===== src/rtl/rca_pipe_addsub.sv =====
// rca_pipe_addsub
// Pipelined ripple-carry adder/subtractor. The WIDTH-bit operation is cut into
// STAGES = WIDTH/CHUNK ripple segments with one register stage per segment, so
// the longest combinational path is a single CHUNK-bit ripple.
//
// Ports
//   clk        clock, rising edge
//   rst        synchronous active-high reset
//   in_valid   operand set present
//   in_ready   operand set accepted this cycle (advance && !rst)
//   a, b       operands
//   cin        carry-in (add) / borrow-in (sub)
//   sub        0: a + b + cin, 1: a - b - cin
//   out_valid  result present
//   out_ready  downstream accepts the result
//   sum        result modulo 2^WIDTH
//   cout       carry out of the MSB (sub: 1 means no borrow)
//   ovf        two's-complement signed overflow

module rca_pipe_addsub #(
   parameter int WIDTH = 32,
   parameter int CHUNK = 8
) (
   input  logic             clk,
   input  logic             rst,
   input  logic             in_valid,
   output logic             in_ready,
   input  logic [WIDTH-1:0] a,
   input  logic [WIDTH-1:0] b,
   input  logic             cin,
   input  logic             sub,
   output logic             out_valid,
   input  logic             out_ready,
   output logic [WIDTH-1:0] sum,
   output logic             cout,
   output logic             ovf
);

   localparam int STAGES = WIDTH / CHUNK;
   localparam int LAST   = STAGES - 1;
   localparam int MSB    = WIDTH - 1;

   // Stage registers. a_q/b_q are the skew registers holding operand slices
   // not yet consumed; s_q accumulates the partial sum produced so far.
   logic [WIDTH-1:0] a_q [STAGES];
   logic [WIDTH-1:0] b_q [STAGES];
   logic [WIDTH-1:0] s_q [STAGES];
   logic             c_q [STAGES];
   logic             v_q [STAGES];
   logic             ovf_q;

   // Inputs seen by each stage: primary inputs for stage 0, the previous
   // stage's registers otherwise.
   logic [WIDTH-1:0] si_a [STAGES];
   logic [WIDTH-1:0] si_b [STAGES];
   logic [WIDTH-1:0] si_s [STAGES];
   logic             si_c [STAGES];
   logic             si_v [STAGES];

   logic [CHUNK:0]   part  [STAGES];
   logic [WIDTH-1:0] s_nxt [STAGES];
   logic             ovf_nxt;
   logic             advance;

   // The whole pipe moves as one; a held output freezes every stage.
   assign advance  = out_ready || !out_valid;
   assign in_ready = advance && !rst;

   always_comb begin
      si_a[0] = a;
      si_b[0] = b ^ {WIDTH{sub}};
      si_s[0] = '0;
      si_c[0] = cin ^ sub;
      si_v[0] = in_valid;
      for (int k = 1; k < STAGES; k++) begin
         si_a[k] = a_q[k-1];
         si_b[k] = b_q[k-1];
         si_s[k] = s_q[k-1];
         si_c[k] = c_q[k-1];
         si_v[k] = v_q[k-1];
      end
   end

   always_comb begin
      for (int k = 0; k < STAGES; k++) begin
         part[k] = {1'b0, si_a[k][k*CHUNK +: CHUNK]}
                 + {1'b0, si_b[k][k*CHUNK +: CHUNK]}
                 + {{CHUNK{1'b0}}, si_c[k]};
         s_nxt[k] = si_s[k];
         s_nxt[k][k*CHUNK +: CHUNK] = part[k][CHUNK-1:0];
      end
   end

   // Overflow needs the operand MSBs, which only the last stage sees together
   // with the final sum MSB, so it is resolved there and registered.
   assign ovf_nxt = (si_a[LAST][MSB] == si_b[LAST][MSB]) &&
                    (s_nxt[LAST][MSB] != si_a[LAST][MSB]);

   // Data registers only load behind a valid bit, so bubbles leave the last
   // result parked on the outputs instead of exposing bubble garbage.
   always_ff @(posedge clk) begin
      if (rst) begin
         for (int k = 0; k < STAGES; k++) begin
            v_q[k] <= 1'b0;
            c_q[k] <= 1'b0;
            a_q[k] <= '0;
            b_q[k] <= '0;
            s_q[k] <= '0;
         end
         ovf_q <= 1'b0;
      end else if (advance) begin
         for (int k = 0; k < STAGES; k++) begin
            v_q[k] <= si_v[k];
            if (si_v[k]) begin
               a_q[k] <= si_a[k];
               b_q[k] <= si_b[k];
               s_q[k] <= s_nxt[k];
               c_q[k] <= part[k][CHUNK];
            end
         end
         if (si_v[LAST]) begin
            ovf_q <= ovf_nxt;
         end
      end
   end

   assign out_valid = v_q[LAST];
   assign sum       = s_q[LAST];
   assign cout      = c_q[LAST];
   assign ovf       = ovf_q;

endmodule


===== config.mk =====
export PLATFORM = sky130hd
export DESIGN_NAME = rca_pipe_addsub
export DESIGN_NICKNAME = d
export VERILOG_FILES = /design/src/rtl/rca_pipe_addsub.sv
export SDC_FILE = /design/constraint.sdc
export NUM_CORES = 1
export LEC_CHECK = 0
export CORE_UTILIZATION = 50
export CTS_CLUSTER_SIZE = 20
export DETAILED_ROUTE_END_ITERATION = 6
export MAX_ROUTING_LAYER = met4
export PLACE_DENSITY = 0.79
export SLEW_MARGIN = 10
export SYNTH_ARGS = -nofsm -noshare
export SYNTH_HDL_FRONTEND = slang
export SYNTH_SLANG_ARGS = --single-unit

===== constraint.sdc =====
create_clock -name clk -period 8.7 [get_ports clk]
set_input_delay 1.74 -clock clk [delete_from_list [all_inputs] [get_ports clk]]
set_output_delay 1.74 -clock clk [all_outputs]
set_load 0.01 [all_outputs]

Word-level counts from Yosys, hierarchy flattened

Memory sizes are Yosys's and may differ from the RTL's.
Index checks and enable logic that the tools add are counted.

RAM bits: 392
Word-level logic and storage cells: 85
Memories: 5
Output and inout bits: 36
Flip-flop bits (word level): 1

Memories:

| memory | depth | bits a word | read ports | clocked after memory_dff | wr ports | line | RTL |
|---|---|---|---|---|---|---|---|
| a_q    | 4     | 32          | 3          | 0                        | 4        | 45   | `logic [WIDTH-1:0] a_q [STAGES];` |
| b_q    | 4     | 32          | 3          | 0                        | 4        | 46   | `logic [WIDTH-1:0] b_q [STAGES];` |
| s_q    | 4     | 32          | 4          | 0                        | 4        | 47   | `logic [WIDTH-1:0] s_q [STAGES];` |
| c_q    | 4     | 1           | 4          | 0                        | 4        | 48   | `logic c_q [STAGES];` |
| v_q    | 4     | 1           | 4          | 0                        | 4        | 49   | `logic v_q [STAGES];` |

Bitwise operators: 22
Add/subtract/negate cells: 8
Reduce and logical (&&, ||, !) cells: 6
Eq/ne operators: 2
Muxes and demuxes: 41

Operator list:

| operator            | number |
|---|---|
| $mux W32            | 12 |
| $add A8 B8 Y9       | 4 |
| $add A9 B1 Y9       | 4 |
| $xor A32 B32 Y32    | 1 |
| $mux W1             | 29 |
| $or A1 B1 Y1        | 20 |
| $logic_and A1 B1 Y1 | 2 |
| $logic_not A1 Y1    | 2 |
| $reduce_and A2 Y1   | 1 |
| $eq A1 B1 Y1        | 1 |
| $logic_or A1 B1 Y1  | 1 |
| $ne A1 B1 Y1        | 1 |
| $xor A1 B1 Y1       | 1 |

Logic depth before layout (Yosys ltp)

An unclocked memory read counts as a cell.

Depth after elaboration: 7
Mapped depth: 9

Worst setup path after synthesis

Ideal clock, no wire load.

Path kind: input to register
Start: in sub
End: mem c_q[0] (data pin)
Data required time: 8441 ps
Stages on the path: 9
Setup slack: 4593 ps
Data arrival time: 3848 ps
Cells stage by stage: buf_2 > buf_2 > xor2_1 > fa_1 > fa_1 > a21oi_1 > o21ai_0 > o31a_1 > o31a_1

RTL lines:

| item            | line | RTL |
|---|---|---|
| start, declared | 31   | `input logic sub,` |
| end, declared   | 48   |  |

Final worst setup path

Start: in out_ready
End: out in_ready

Cells in the longest elaborated chain, start to end: 2

RTL lines:

| item                | line | RTL |
|---|---|---|
| start, declared     | 33   | `input logic out_ready,` |
| $logic_or A1 B1 Y1  | 66   | `assign advance = out_ready \|\| !out_valid;` |
| $logic_and A1 B1 Y1 | 67   | `assign in_ready = advance && !rst;` |
| end, declared       | 27   | `output logic in_ready,` |

Every way passes these cells.

==> impl_summary.txt <==
----------------------------------------------------
[Timing]
  Crit path time final ... slightly below 5000 ps
  Setup violators final ... 0
  Fin Hold WS ... around 480 ps
  Sum of negative setup slack ... 0 ps
  Setup slack after layout ... 3820 ps
  Final Hold Fails ... 0
  Max-slew headroom at the worst pin ... 0.236
  Upper clock frequency limit ... between 200 and 250 MHz
  Post-route fraction of the period consumed by the critical path ... 0.561
  Clock Skew ... 7.20 ps
  Pins Over Slew Limit ... 0
  Slew @ Worst Pin ... 1140 ps
  Setup repair after global routing missed its margin ... no

[Die]
  Die Outline Area ... about 17000 sq um
  Number of rows in the core area ... 46
  Die outline width ... around 130 microns
  Core region area ... around 16000 sq um
  Top Ports ... 106
  Die extent in y ... about 130 microns
  Starting utilization of the core area ... 0.518

[Placed design]
  Worst Setup Slack post-DPL ... between 3000 and 4000 ps
  Count of port buffers added during placement ... about 110
  Routability Congestion ... slightly below 0.9
  DP HPWL ... just over 9000 microns

[Drt]
  Via total after detailed routing ... between 4000 and 5000
  Remaining antenna violation count ... 0
  Final routed wirelength across all metal layers ... between 10000 and 15000 microns
  Drc violations ... 0
  DRT Pass-1 Iters ... 5
  Detail-routed net length per standard cell ... 14.2 microns
  DRT iter0 DRCs ... about 290
  Vias per cell ... between 4 and 5

[Clock tree]
  Post-cts hold buffer count ... 0
  Setup repair bufs after CTS ... 0
  Source-to-sink clock delay at the later pin of the worst-skew pair ... between 400 and 500 ps
  Resized Gates After CTS ... 0
  TritonCTS clock tree ... built
  Clock sink count ... ~190
  Number of H-tree branching levels ... 4
  Bufs on Longest Clock Path ... 2
  Cell at the root of the clock tree ... sky130_fd_sc_hd__clkbuf_16
  Worst-path clk slew ... 60 ps
  Total clock buffers created by CTS ... 17

[Synthesis]
  Post-synth top area cell ... sky130_fd_sc_hd__edfxtp_1
  Sequential area share after synthesis ... 0.664
  Cells taking the most area after synthesis ... sky130_fd_sc_hd__edfxtp_1 66%, sky130_fd_sc_hd__and2_1 9.5%, sky130_fd_sc_hd__ha_1 4.2%
  Post-synth top area share ... 0.662
  Post-Synthesis Cell Area ... about 8400 sq um
  Number of warning messages in the yosys log ... 0
  EDFF count, synth ... roughly 180
  Post-synth top flop ... sky130_fd_sc_hd__edfxtp_1
  Syn_nets ... between 600 and 700
  Number of cells produced by synthesis ... just under 600
  Flip-flop and latch count after synthesis ... about 190
  Async set-reset flop share out of synthesis ... 0
  Count of unique library cells instantiated by Yosys ... 42
  Synthesized area per cell ... between 10 and 15 sq um

[Final layout]
  Fillers ... roughly 1200
  Proportion of layout cells with a drive suffix above 1 ... 0.0699
  Final net count ... between 800 and 900
  Total area of multi-input combinational cells ... 2650 sq um
  Combined flip-flop and latch cell area ... 5550 sq um
  Number of diodes ... 0
  Most common library cell in the layout ignoring fill and taps ... sky130_fd_sc_hd__edfxtp_1
  Area grow syn2layout ... 21.5%
  Most frequent cells in the layout ... 184 x sky130_fd_sc_hd__edfxtp_1, 127 x sky130_fd_sc_hd__and2_1, 104 x sky130_fd_sc_hd__clkdlybuf4s50_1, 53 x sky130_fd_sc_hd__nor2_1, 32 x sky130_fd_sc_hd__xnor2_1

[Critical path]
  Library cell contributing the largest single delay on the critical path ... sky130_fd_sc_hd__clkdlybuf4s50_1
  Data arrival, critical path ... 3140 ps
  Category of the worst setup path launch point ... input pin
  Setup slack, reg-to-reg ... 6180 ps
  CP Capture Type ... output pin
  Worst Reg-to-Reg Cells ... 6
  Crit path largest cell delay ... about 560 ps
  Sequence of cells on the critical path ... clkdlybuf4s50_1 > and2b_1 > nor2_4 > clkdlybuf4s50_1
  Reg-to-reg critical path endpoint ... s_q[1][14]$_SDFFCE_PN0P_
  Source of the worst register-to-register timing path ... c_q[0]$_SDFFCE_PN0P_
  Largest driver fanout on the critical path ... 3
  Class of the most critical setup path ... input pin to output pin
  Most Frequent Cell on Critical Path ... sky130_fd_sc_hd__clkdlybuf4s50_1
  Worst Path Required ... a little under 7000 ps

[Min path]
  Worst hold path startpoint ... ovf$_SDFFE_PP0P_
  Path class of the lowest-slack min-delay path ... register to register
  Worst min-delay path endpoint ... ovf$_SDFFE_PP0P_
  Worst Hold Depth ... 2

[Global route]
  Number of antenna violations at the first check in global routing ... 0
  Via count of the first global-routing pass ... between 4000 and 5000
  GRT Util Overall ... 0.169
  Largest net degree at the start of global routing ... 58
  Wire length of the first global-routing pass ... ~22000 microns
  Total congestion overflow ... 0

[Power and ir drop]
  Worst IR Drop VDD ... ~160 uV
  Power density relative to cell area ... ~190 nW/um^2
  Lkg Pwr ... between 3 and 4 nW

[Run]
  MaxCap Viol Count ... 0

[Status]
  Outcome ... finished clean

----------------------------------------------------
-- layer usage --
layer / vias to the layer above / global-route usage / part of all wire
met5: - / - / 0
met4: 0 / 0.0797 / 0.020
met3: 21 / 0.0320 / 0.033
met2: 98 / 0.284 / 0.51
met1: 2105 / 0.196 / 0.44
li1: 2310 / - / -
-- registers in the layout, indices dropped and copies added (netlist names) --
register,cells
s_q,80
a_q,48
b_q,48
c_q,4
v_q,4
ovf,1
-- per-stage QoR --
step,utilization,power (W),instances,instance area [sq um]
finish,0.630,0.00198,931,10200
CTS,0.630,0.00199,931,10200
detailed placement,0.596,0.00130,899,9610
floorplan,-,0.00121,593,8350
global placement,0.596,0.00129,899,9610
global route,0.630,0.00205,931,10200
-- cells in the mapped netlist (2+ instances only) --
library cell / instances
sky130_fd_sc_hd__inv_1: 15
sky130_fd_sc_hd__inv_2: 2
sky130_fd_sc_hd__edfxtp_1: 184
sky130_fd_sc_hd__buf_2: 10
sky130_fd_sc_hd__and2_1: 127
sky130_fd_sc_hd__mux2i_1: 3
sky130_fd_sc_hd__xnor2_1: 32
sky130_fd_sc_hd__nor3_1: 4
sky130_fd_sc_hd__nand2_1: 18
sky130_fd_sc_hd__ha_1: 28
sky130_fd_sc_hd__o21a_1: 8
sky130_fd_sc_hd__nor2b_4: 2
sky130_fd_sc_hd__nand3_1: 6
sky130_fd_sc_hd__nand2b_1: 6
sky130_fd_sc_hd__clkbuf_2: 3
sky130_fd_sc_hd__o2111ai_1: 6
sky130_fd_sc_hd__o21bai_1: 4
sky130_fd_sc_hd__nand2_2: 2
sky130_fd_sc_hd__and3_1: 2
sky130_fd_sc_hd__xor2_1: 9
sky130_fd_sc_hd__o21ai_0: 9
sky130_fd_sc_hd__o31a_1: 10
sky130_fd_sc_hd__a211oi_1: 9
sky130_fd_sc_hd__and2b_1: 2
sky130_fd_sc_hd__clkbuf_1: 5
sky130_fd_sc_hd__nor2_1: 53
sky130_fd_sc_hd__a21oi_1: 12
sky130_fd_sc_hd__fa_1: 8
-- worst max-delay path: cells and delay by family --
family	cells	cell delay [ps]
and+or+nand+nor	2	370
buffers and inverters	2	1040
-- worst max-delay path by stage --
| stage | start | endpoint | slack (ps) | cells past startpoint |
|---|---|---|---|---|
| after floorplan | sub | c_q[0]$_SDFFCE_PN0P_ | 4590 | 9 |
| after global placement | out_ready | in_ready | 3860 | 4 |
| after detailed placement | out_ready | in_ready | 3830 | 4 |
| after CTS | out_ready | in_ready | 3820 | 4 |
| after global routing | out_ready | in_ready | 3780 | 4 |
| final | out_ready | in_ready | 3820 | 4 |
-- where the power goes --
part           internal [W]  leakage [nW]  switching [W]
Sequential          0.00105          1.98      0.0000172
Combinational      0.000105          1.61       0.000110
Clock              0.000390         0.247       0.000308
Total               0.00154          3.84       0.000435
-- cell families after synthesis --
family / count (synthesis) / synth area share
compound gates: 63 / 0.0547
xor+xnor: 41 / 0.0430
fa+ha+maj: 36 / 0.0611
buf+inv: 37 / 0.0193
flops: 185 / 0.664
mux: 4 / 0.00494
simple gates: 227 / 0.153
-- layout make-up --
class,instances,share of cell area
Clock buffer,19,0.0426
Clock inverter,13,0.0105
Sequential cell,185,0.546
Inverter,18,0.00690
Timing Repair Buffer,109,0.106
Multi-Input combinational cell,371,0.261
Tap cell,216,0.0266
(Power assumes the default switching activity.)
